`src/rtl/fetch_queue.sv`:
```
// fetch_queue: in-order instruction prefetch queue between imem and IF/ID.
// Latency: imem response to inst_valid_o is 1 cycle (0 cycles with FQ_BYPASS_EN on an empty queue).
// Backpressure: requests issue only while occ + osd < DEPTH, so every response already has a reserved slot.
//
// Ports:
//   clk, rst (async, active-low)
//   redirect_i / redirect_pc_i          taken branch/jump; flushes the queue
//   imem_req_o / imem_addr_o / imem_gnt_i               request channel
//   imem_rvalid_i / imem_rdata_i                         in-order responses
//   inst_valid_o / inst_o / pc_plus4_o / inst_ready_i   decode side
// Optional feature: define FQ_BYPASS_EN to forward a response straight to the
// outputs when the queue is empty and nothing is being discarded.

// Small ring buffer. Occupancy is tracked by the owner, which never pushes
// into a full buffer or pops an empty one.
module fq_fifo #(
    parameter int W     = 32,
    parameter int DEPTH = 4
) (
    input  logic         clk,
    input  logic         rst,
    input  logic         flush,
    input  logic         push_vld,
    input  logic [W-1:0] push_dat,
    input  logic         pop_vld,
    output logic [W-1:0] head_dat
);
    localparam int AW = $clog2(DEPTH);

    logic [W-1:0]  mem [DEPTH];
    logic [AW-1:0] wr_ptr;
    logic [AW-1:0] rd_ptr;

    always_ff @(posedge clk or negedge rst) begin
        if (!rst) begin
            wr_ptr <= '0;
            rd_ptr <= '0;
        end else if (flush) begin
            wr_ptr <= '0;
            rd_ptr <= '0;
        end else begin
            if (push_vld) wr_ptr <= wr_ptr + AW'(1);
            if (pop_vld)  rd_ptr <= rd_ptr + AW'(1);
        end
    end

    // Storage needs no reset; the owner never presents an unwritten slot as valid.
    always_ff @(posedge clk) begin
        if (push_vld && !flush) mem[wr_ptr] <= push_dat;
    end

    assign head_dat = mem[rd_ptr];
endmodule

module fetch_queue #(
    parameter int          DEPTH    = 4,
    parameter logic [31:0] RESET_PC = 32'h0000_3000
) (
    input  logic        clk,
    input  logic        rst,
    input  logic        redirect_i,
    input  logic [31:0] redirect_pc_i,
    output logic        imem_req_o,
    output logic [31:0] imem_addr_o,
    input  logic        imem_gnt_i,
    input  logic        imem_rvalid_i,
    input  logic [31:0] imem_rdata_i,
    output logic        inst_valid_o,
    output logic [31:0] inst_o,
    output logic [31:0] pc_plus4_o,
    input  logic        inst_ready_i
);
    localparam int CW = $clog2(DEPTH) + 1;

    logic [31:0]   fetch_pc;
    logic [CW-1:0] occ;      // buffered entries
    logic [CW-1:0] osd;      // requests granted, response not yet seen
    logic [CW-1:0] dsc;      // outstanding responses still to be thrown away
    logic [CW:0]   credit_sum;

    logic          issue;
    logic          resp_keep;
    logic          push_vld;
    logic          pop_vld;
    logic          fifo_vld;
    logic          byp_vld;
    logic          byp_take;
    logic [31:0]   tag_pc;
    logic [31:0]   resp_pc4;
    logic [63:0]   head_dat;
    logic [63:0]   last_dat;

    // Credit covers both buffered and in-flight entries, so a response can always land.
    assign credit_sum  = {1'b0, occ} + {1'b0, osd};
    assign imem_req_o  = !redirect_i && (credit_sum < (CW+1)'(DEPTH));
    assign imem_addr_o = fetch_pc;
    assign issue       = imem_req_o && imem_gnt_i;

    // PC of every outstanding request, in issue order. Never flushed: stale
    // responses still arrive and must pop their tag.
    fq_fifo #(.W(32), .DEPTH(DEPTH)) u_tag_fifo (
        .clk      (clk),
        .rst      (rst),
        .flush    (1'b0),
        .push_vld (issue),
        .push_dat (fetch_pc),
        .pop_vld  (imem_rvalid_i),
        .head_dat (tag_pc)
    );

    assign resp_pc4  = tag_pc + 32'd4;
    // A response arriving alongside a redirect belongs to the old path.
    assign resp_keep = imem_rvalid_i && (dsc == '0) && !redirect_i;
    assign fifo_vld  = (occ != '0);

`ifdef FQ_BYPASS_EN
    assign byp_vld  = resp_keep && (occ == '0);
    assign byp_take = byp_vld && inst_ready_i;
`else
    assign byp_vld  = 1'b0;
    assign byp_take = 1'b0;
`endif

    assign push_vld = resp_keep && !byp_take;
    assign pop_vld  = fifo_vld && inst_ready_i && !redirect_i;

    fq_fifo #(.W(64), .DEPTH(DEPTH)) u_inst_fifo (
        .clk      (clk),
        .rst      (rst),
        .flush    (redirect_i),
        .push_vld (push_vld),
        .push_dat ({imem_rdata_i, resp_pc4}),
        .pop_vld  (pop_vld),
        .head_dat (head_dat)
    );

    // When empty the outputs hold the last consumed head rather than whatever
    // stale slot the read pointer now points at.
    assign inst_valid_o          = fifo_vld || byp_vld;
    assign {inst_o, pc_plus4_o}  = fifo_vld ? head_dat :
                                   byp_vld  ? {imem_rdata_i, resp_pc4} :
                                              last_dat;

    always_ff @(posedge clk or negedge rst) begin
        if (!rst) begin
            fetch_pc <= RESET_PC;
            occ      <= '0;
            osd      <= '0;
            dsc      <= '0;
            last_dat <= '0;
        end else begin
            // issue is already 0 during a redirect, so this covers both cases.
            osd <= osd + CW'(issue) - CW'(imem_rvalid_i);

            if (pop_vld)       last_dat <= head_dat;
            else if (byp_take) last_dat <= {imem_rdata_i, resp_pc4};

            if (redirect_i) begin
                fetch_pc <= redirect_pc_i & ~32'h3;
                occ      <= '0;
                // Everything still in flight is from the old path.
                dsc      <= osd - CW'(imem_rvalid_i);
            end else begin
                if (issue) fetch_pc <= fetch_pc + 32'd4;
                occ <= occ + CW'(push_vld) - CW'(pop_vld);
                if (imem_rvalid_i && (dsc != '0)) dsc <= dsc - CW'(1);
            end
        end
    end
endmodule

```
`config.mk`:
```
export PLATFORM = sky130hd
export DESIGN_NAME = fetch_queue
export DESIGN_NICKNAME = d
export VERILOG_FILES = /design/src/rtl/fetch_queue.sv
export SDC_FILE = /design/constraint.sdc
export NUM_CORES = 1
export LEC_CHECK = 0
export CAP_MARGIN = 10
export CORE_ASPECT_RATIO = 1.5
export CORE_MARGIN = 2
export CORE_UTILIZATION = 58
export DETAILED_ROUTE_END_ITERATION = 7
export PLACE_DENSITY_LB_ADDON = 0.12
export SYNTH_ARGS = -nofsm -noshare
export SYNTH_HDL_FRONTEND = slang
export SYNTH_HIERARCHICAL = 1
export SYNTH_SLANG_ARGS = --single-unit
```
`constraint.sdc`:
```
create_clock -name clk -period 3.89 [get_ports clk]
set_clock_uncertainty 0.15 [all_clocks]
set_input_delay 0.778 -clock clk [delete_from_list [all_inputs] [get_ports clk]]
set_output_delay 0.778 -clock clk [all_outputs]
set_load 0.05 [all_outputs]
```
* After elaboration in Yosys (flattened, before gate mapping)
Memories as Yosys holds them, arrays and structs flattened.
Index checks and enable logic that the tools add are counted.
** Storage, ports and cells
- Register bits after elaboration :: 113
- Latch bits :: 0
- Bits in writable memories :: 384
- ROM bits :: 0
- Bits of input ports :: 70
- Output and inout bits :: 98
- Logic and storage cells :: 55
- Memories :: 2
** Operators by class
- Add/subtract/negate cells :: 13
- $mul :: 0
- Divide/modulo/power cells :: 0
- Magnitude comparators :: 1
- Equality and inequality tests :: 0
- Shifts and indexed selects :: 0
- Mux-type cells :: 14
- Bitwise logic cells :: 0
- Reduce and logical (&&, ||, !) cells :: 16
** Memory list
- u_inst_fifo.mem :: depth 4, width 64, rd ports 1, clocked after memory_dff 0, write ports 1, RTL line 30 : logic [W-1:0] mem [DEPTH];
- u_tag_fifo.mem :: depth 4, width 32, rd ports 1, clocked after memory_dff 0, write ports 1, RTL line 30
** Operators with widths (number)
- $add A32 B3 Y32 const B :: 2
- $mux W32 :: 2
- $mux W64 :: 1
- $mux W3 :: 3
- $sub A3 B1 Y3 :: 3
- $add A2 B1 Y2 const B :: 4
- $logic_and A1 B1 Y1 :: 8
- $mux W2 :: 4
- $reduce_bool A2 Y1 :: 4
- $add A3 B1 Y3 :: 2
- $reduce_bool A3 Y1 :: 2
- $add A3 B3 Y4 :: 1
- $lt A4 B3 Y1 const B :: 1
- $mux W1 :: 4
- $logic_not A3 Y1 :: 1
- $sub A3 B1 Y3 const B :: 1
- $logic_not A1 Y1 :: 1

* Longest topological paths before layout
Gate-level depths: netlist (run 1).
- Depth after elaboration :: 6
- Gate-level depth with buffers :: 13
- Gate-level depth less buffers :: 11

* Modules after synthesis
Netlist (run 1), hierarchy kept.
** By module, submodules not included
- fq_fifo (u_inst_fifo) :: times used 1, cells an instance 359, area each 9520.4 µm², seq. area each 7787.5 µm²
- fetch_queue :: times used 1, cells an instance 710, area each 6248.5 µm², seq. area each 2580.0 µm²
- fq_fifo (u_tag_fifo) :: times used 1, cells an instance 192, area each 4924.7 µm², seq. area each 3943.8 µm²

* Worst setup path before layout (run 1)
No wires, ideal clock.
- Kind :: in2reg
- Start :: input redirect_i
- End :: memory u_inst_fifo.mem[0][0] (enable)
- Library setup time :: 429 ps
- Data arrival time :: 3161 ps
- Data required time :: 3311 ps
- Slack :: 150 ps
- Stages :: 6
- Path buffers :: 1
- Cells stage by stage :: clkinv_1 clkbuf_1 nand3b_1 inv_1 nor2b_1 and2_1
** On the way
- Cells in the longest elaborated chain, start to end :: 5
** RTL lines
- start: declaration :: RTL line 61 : input logic redirect_i,
- $logic_not A1 Y1 :: RTL line 113 : assign resp_keep = imem_rvalid_i && (dsc == '0) && !redirect_i;
- $logic_and A1 B1 Y1 :: RTL line 113
- named net push_vld :: RTL line 83 : logic push_vld;
- $logic_and A1 B1 Y1 :: RTL line 49 : if (push_vld && !flush) mem[wr_ptr] <= push_dat;
- $mux W1 :: RTL line 49
- $mux W1 (not written as such) :: RTL line 49
- end: declaration :: RTL line 30
The timed path passes the listed nets, and every way through them passes these cells.

* Worst setup path after layout (run 1)
- Start :: register occ[1]
- End :: output pc_plus4_o[17]
** On the way
- Cells in the longest elaborated chain, start to end :: 2
** RTL lines
- start: declaration :: RTL line 76 : logic [CW-1:0] occ;
- start signal: assignment :: RTL line 165 : occ <= occ + CW'(push_vld) - CW'(pop_vld);
- $reduce_bool A3 Y1 :: RTL line 114 : assign fifo_vld = (occ != '0);
- $mux W64 :: RTL line 140 : assign {inst_o, pc_plus4_o} = fifo_vld ? head_dat :
- end: declaration :: RTL line 70 : output logic [31:0] pc_plus4_o,
Every way passes these cells.

==> flow_summary_export.csv, run 1 <==
group,metric,value,unit
run_status,status,"finished clean",
synthesis,synth_area_leaders,"edfxtp_1, dfrtp_1, mux4_2, nand2_1, mux2_2",
cts,cts_made_buffers,46,
finish,area_growth,17.7,%
worst_setup_path,crit_path_start_kind,"flop",
synthesis,syn_area,20700,sq um
worst_setup_path,cp-end-kind,"primary output",
routing,antenna_left,0,
timing,min_period,3.69,ns
cts,cts_root_buf,"clkbuf_16",
cts,cts_max_level,2,
worst_setup_path,crit_fanout,64,
finish,diodes,0,
routing,vias,11300,
routing,drt_iter0_drc,844,
grt,grt_pass1_vias,11700,
timing,slew_violations,0,
floorplanning,die-area,37200,sq um
placement,port_buffers,163,
synthesis,netlist_top_cells_count,"edfxtp_1, nand2_1, dfrtp_1, mux4_2, mux2_2",
synthesis,ys_types,66,
routing,wirelength,40500,um
synthesis,ys_ff_latch,495,
finish,fin_util,69.4,%
cts,clock_sinks,495,
grt,grtUsageTotal,22.5,%
floorplanning,die_h,235,um
floorplanning,die_w,158,um
timing,setup_tns,0,ns
timing,worstMarginPinSlew,1.02,ns
timing,slew_headroom,31.9,%
power,irDropWorstVdd,579,uV
synthesis,yosys.area.top_type,"edfxtp_1",
routing,via_per_inst,5.71,
synthesis,seq_area_frac_synth,69.2,%
cts,cts_tree,"yes",
timing,hold_violations,0,
timing,finalSetupViolations,0,
floorplanning,core,35100,sq um
timing,setup_ws,0.197,ns
grt,antenna_found_initial,0,
synthesis,ys.warnings.count,6,
placement,hpwl,25400,um
floorplanning,io_pins,168,
timing,rsz0062_at_grt,"false",
worst_setup_path,arrival,2.76,ns
synthesis,synth.avg_cell_area,16.4,sq um
floorplanning,start_util,58.9,%
power,p_per_area,700,nW/um^2
floorplanning,row_count,84,
placement,dpl.cell_count,1888,
routing,route.detailed.drc,0,
finish,final_nets,1555,
synthesis,synth_top_cell_area_share,55.7,%
cts,post_cts_resize_count,0,
synthesis,synthCells,1261,
timing,timing.final.crit_share,94.9,%
cts,clk_path_buf_depth,3,
cts,cts_setup_buffers,0,
placement,globalplace.congestion,0.881,
timing,max_freq,271,MHz
worst_setup_path,cp.required,2.96,ns
synthesis,synth-edff-count,384,
min_path,hold_class,"in -> async",
grt,grt_remaining_overflow,0,
synthesis,synthFlopType,"edfxtp_1",
routing,wl_per_cell,20.5,um
grt,grt_max_degree,65,
placement,pre_cts_slack,0.647,ns
grt,grt_pass1_wl,64000,um
power,p_leak,8.75,nW
synthesis,yosysMostFrequentCell,"edfxtp_1",
routing,first_pass_iters,5,
job,drv_cap,0,
cts,clk_latency,0.55,ns
cts,clkTransAtPathRegs,0.07,ns
finish,fin_cells,1972,
synthesis,synthArstFlopShare,22.4,%
worst_setup_path,path_class,"reg -> out",
cts,ctsHoldBuffers,0,
finish,drive_gt1_share,22.9,%
## placed cells by master, fill, tap and decap left out, types with 7 or more instances in the layout
cell,n
edfxtp_1,384
nand2_1,242
clkdlybuf4s50_1,107
dfrtp_1,106
mux4_2,91
buf_4,83
mux2_2,66
clkbuf_16,47
xnor2_1,36
inv_1,25
nand4_1,25
nand3_1,22
nor2_1,22
ha_1,20
o21ai_0,15
conb_1,15
and3_1,11
nor4_1,10
buf_12,10
clkinv_1,9
xor2_1,9
clkinv_2,9
a31oi_1,8
clkbuf_1,8
and4_1,7
and2_1,7
o211ai_1,7
## cell type report
type	count	area [sq um]
timing repair buffer	201	1900
clock buffer	58	1250
sequential	495	14300
multi-input combinational	692	5960
clock inverter	26	243
inverter	27	101
fill	2393	10700
tap	473	592
## metrics by stage
stage          hold slack (ns)  power [mW]  instance area (sq um)
4_1_cts                  0.170        17.2                  24400
6_report                 0.148        17.1                  24400
2_1_floorplan            0.329        11.0                  20700
3_5_place_dp             0.342        12.8                  22900
3_3_place_gp             0.337        12.7                  22900
5_1_grt                  0.187        17.9                  24400
## state kept, by name (all words and copies together), names as in the netlist
| name | flops |
|---|---|
| u_tag_fifo/wr_ptr | 2 |
| u_tag_fifo/mem | 128 |
| u_inst_fifo/rd_ptr | 2 |
| occ | 3 |
| osd | 3 |
| imem_addr_o | 30 |
| u_tag_fifo/rd_ptr | 2 |
| dsc | 3 |
| u_inst_fifo/mem | 256 |
| last_dat | 64 |
| u_inst_fifo/wr_ptr | 2 |
## per-layer routing
metal  track usage [%]  wire length (um)  vias to the layer above
met5                 0                 0                        -
met4              6.01               940                        0
met3              3.00              1740                       64
met2              40.9             21900                      289
met1              28.1             15900                     5708
li1                  -                 -                     5194
## critical path: stages (launching register included)
cell and delay, ns:
dfrtp_1 0.44, nor3_2 0.38, buf_12 0.36, nand2_1 0.10
nand2_1 0.07, clkdlybuf4s50_1 0.84
## where the power goes
part           total, mW  leakage, nW  internal, mW  switching (mW)
clock network       4.39        0.726          2.54            1.84
logic               6.03         3.23          2.02            4.00
registers           6.65         4.80          6.29           0.359
## cells by family after synthesis
logic type | count (synthesis) | share of synthesized area (%)
other | 1 | 0.0181
AO/OA/AOI/OAI | 51 | 1.72
adder cells (fa/ha/maj) | 22 | 1.40
XOR/XNOR | 45 | 1.90
flip-flops | 495 | 69.2
AND/OR/NAND/NOR | 390 | 8.88
multiplexers | 169 | 14.5
buffers and inverters | 88 | 2.42
## worst paths after layout
path                       slack (ns)            startpoint  depth (start not counted)                      to
min in group clk                 0.35          last_dat[45]                          1            last_dat[45]
max in group asynchronous        2.53                   rst                          2             last_dat[6]
max reg2reg                      0.90  u_tag_fifo/rd_ptr[0]                          6  u_inst_fifo/mem[3][30]
max                              0.20                occ[1]                          5          pc_plus4_o[17]
min reg2reg                      0.35          last_dat[45]                          1            last_dat[45]
min                              0.15                   rst                          1            last_dat[32]
(Power assumes the default switching activity.)
==> run 2: changes to the inputs <==
--- a/config.mk
+++ b/config.mk
@@ -11,6 +11,7 @@
 export CORE_UTILIZATION = 58
 export DETAILED_ROUTE_END_ITERATION = 7
 export PLACE_DENSITY_LB_ADDON = 0.12
+export SKIP_CTS_REPAIR_TIMING = 1
 export SYNTH_ARGS = -nofsm -noshare
 export SYNTH_HDL_FRONTEND = slang
 export SYNTH_HIERARCHICAL = 1
==> results of run 2 <==
Final layout, timing and power as in run 1 (identical DEF).
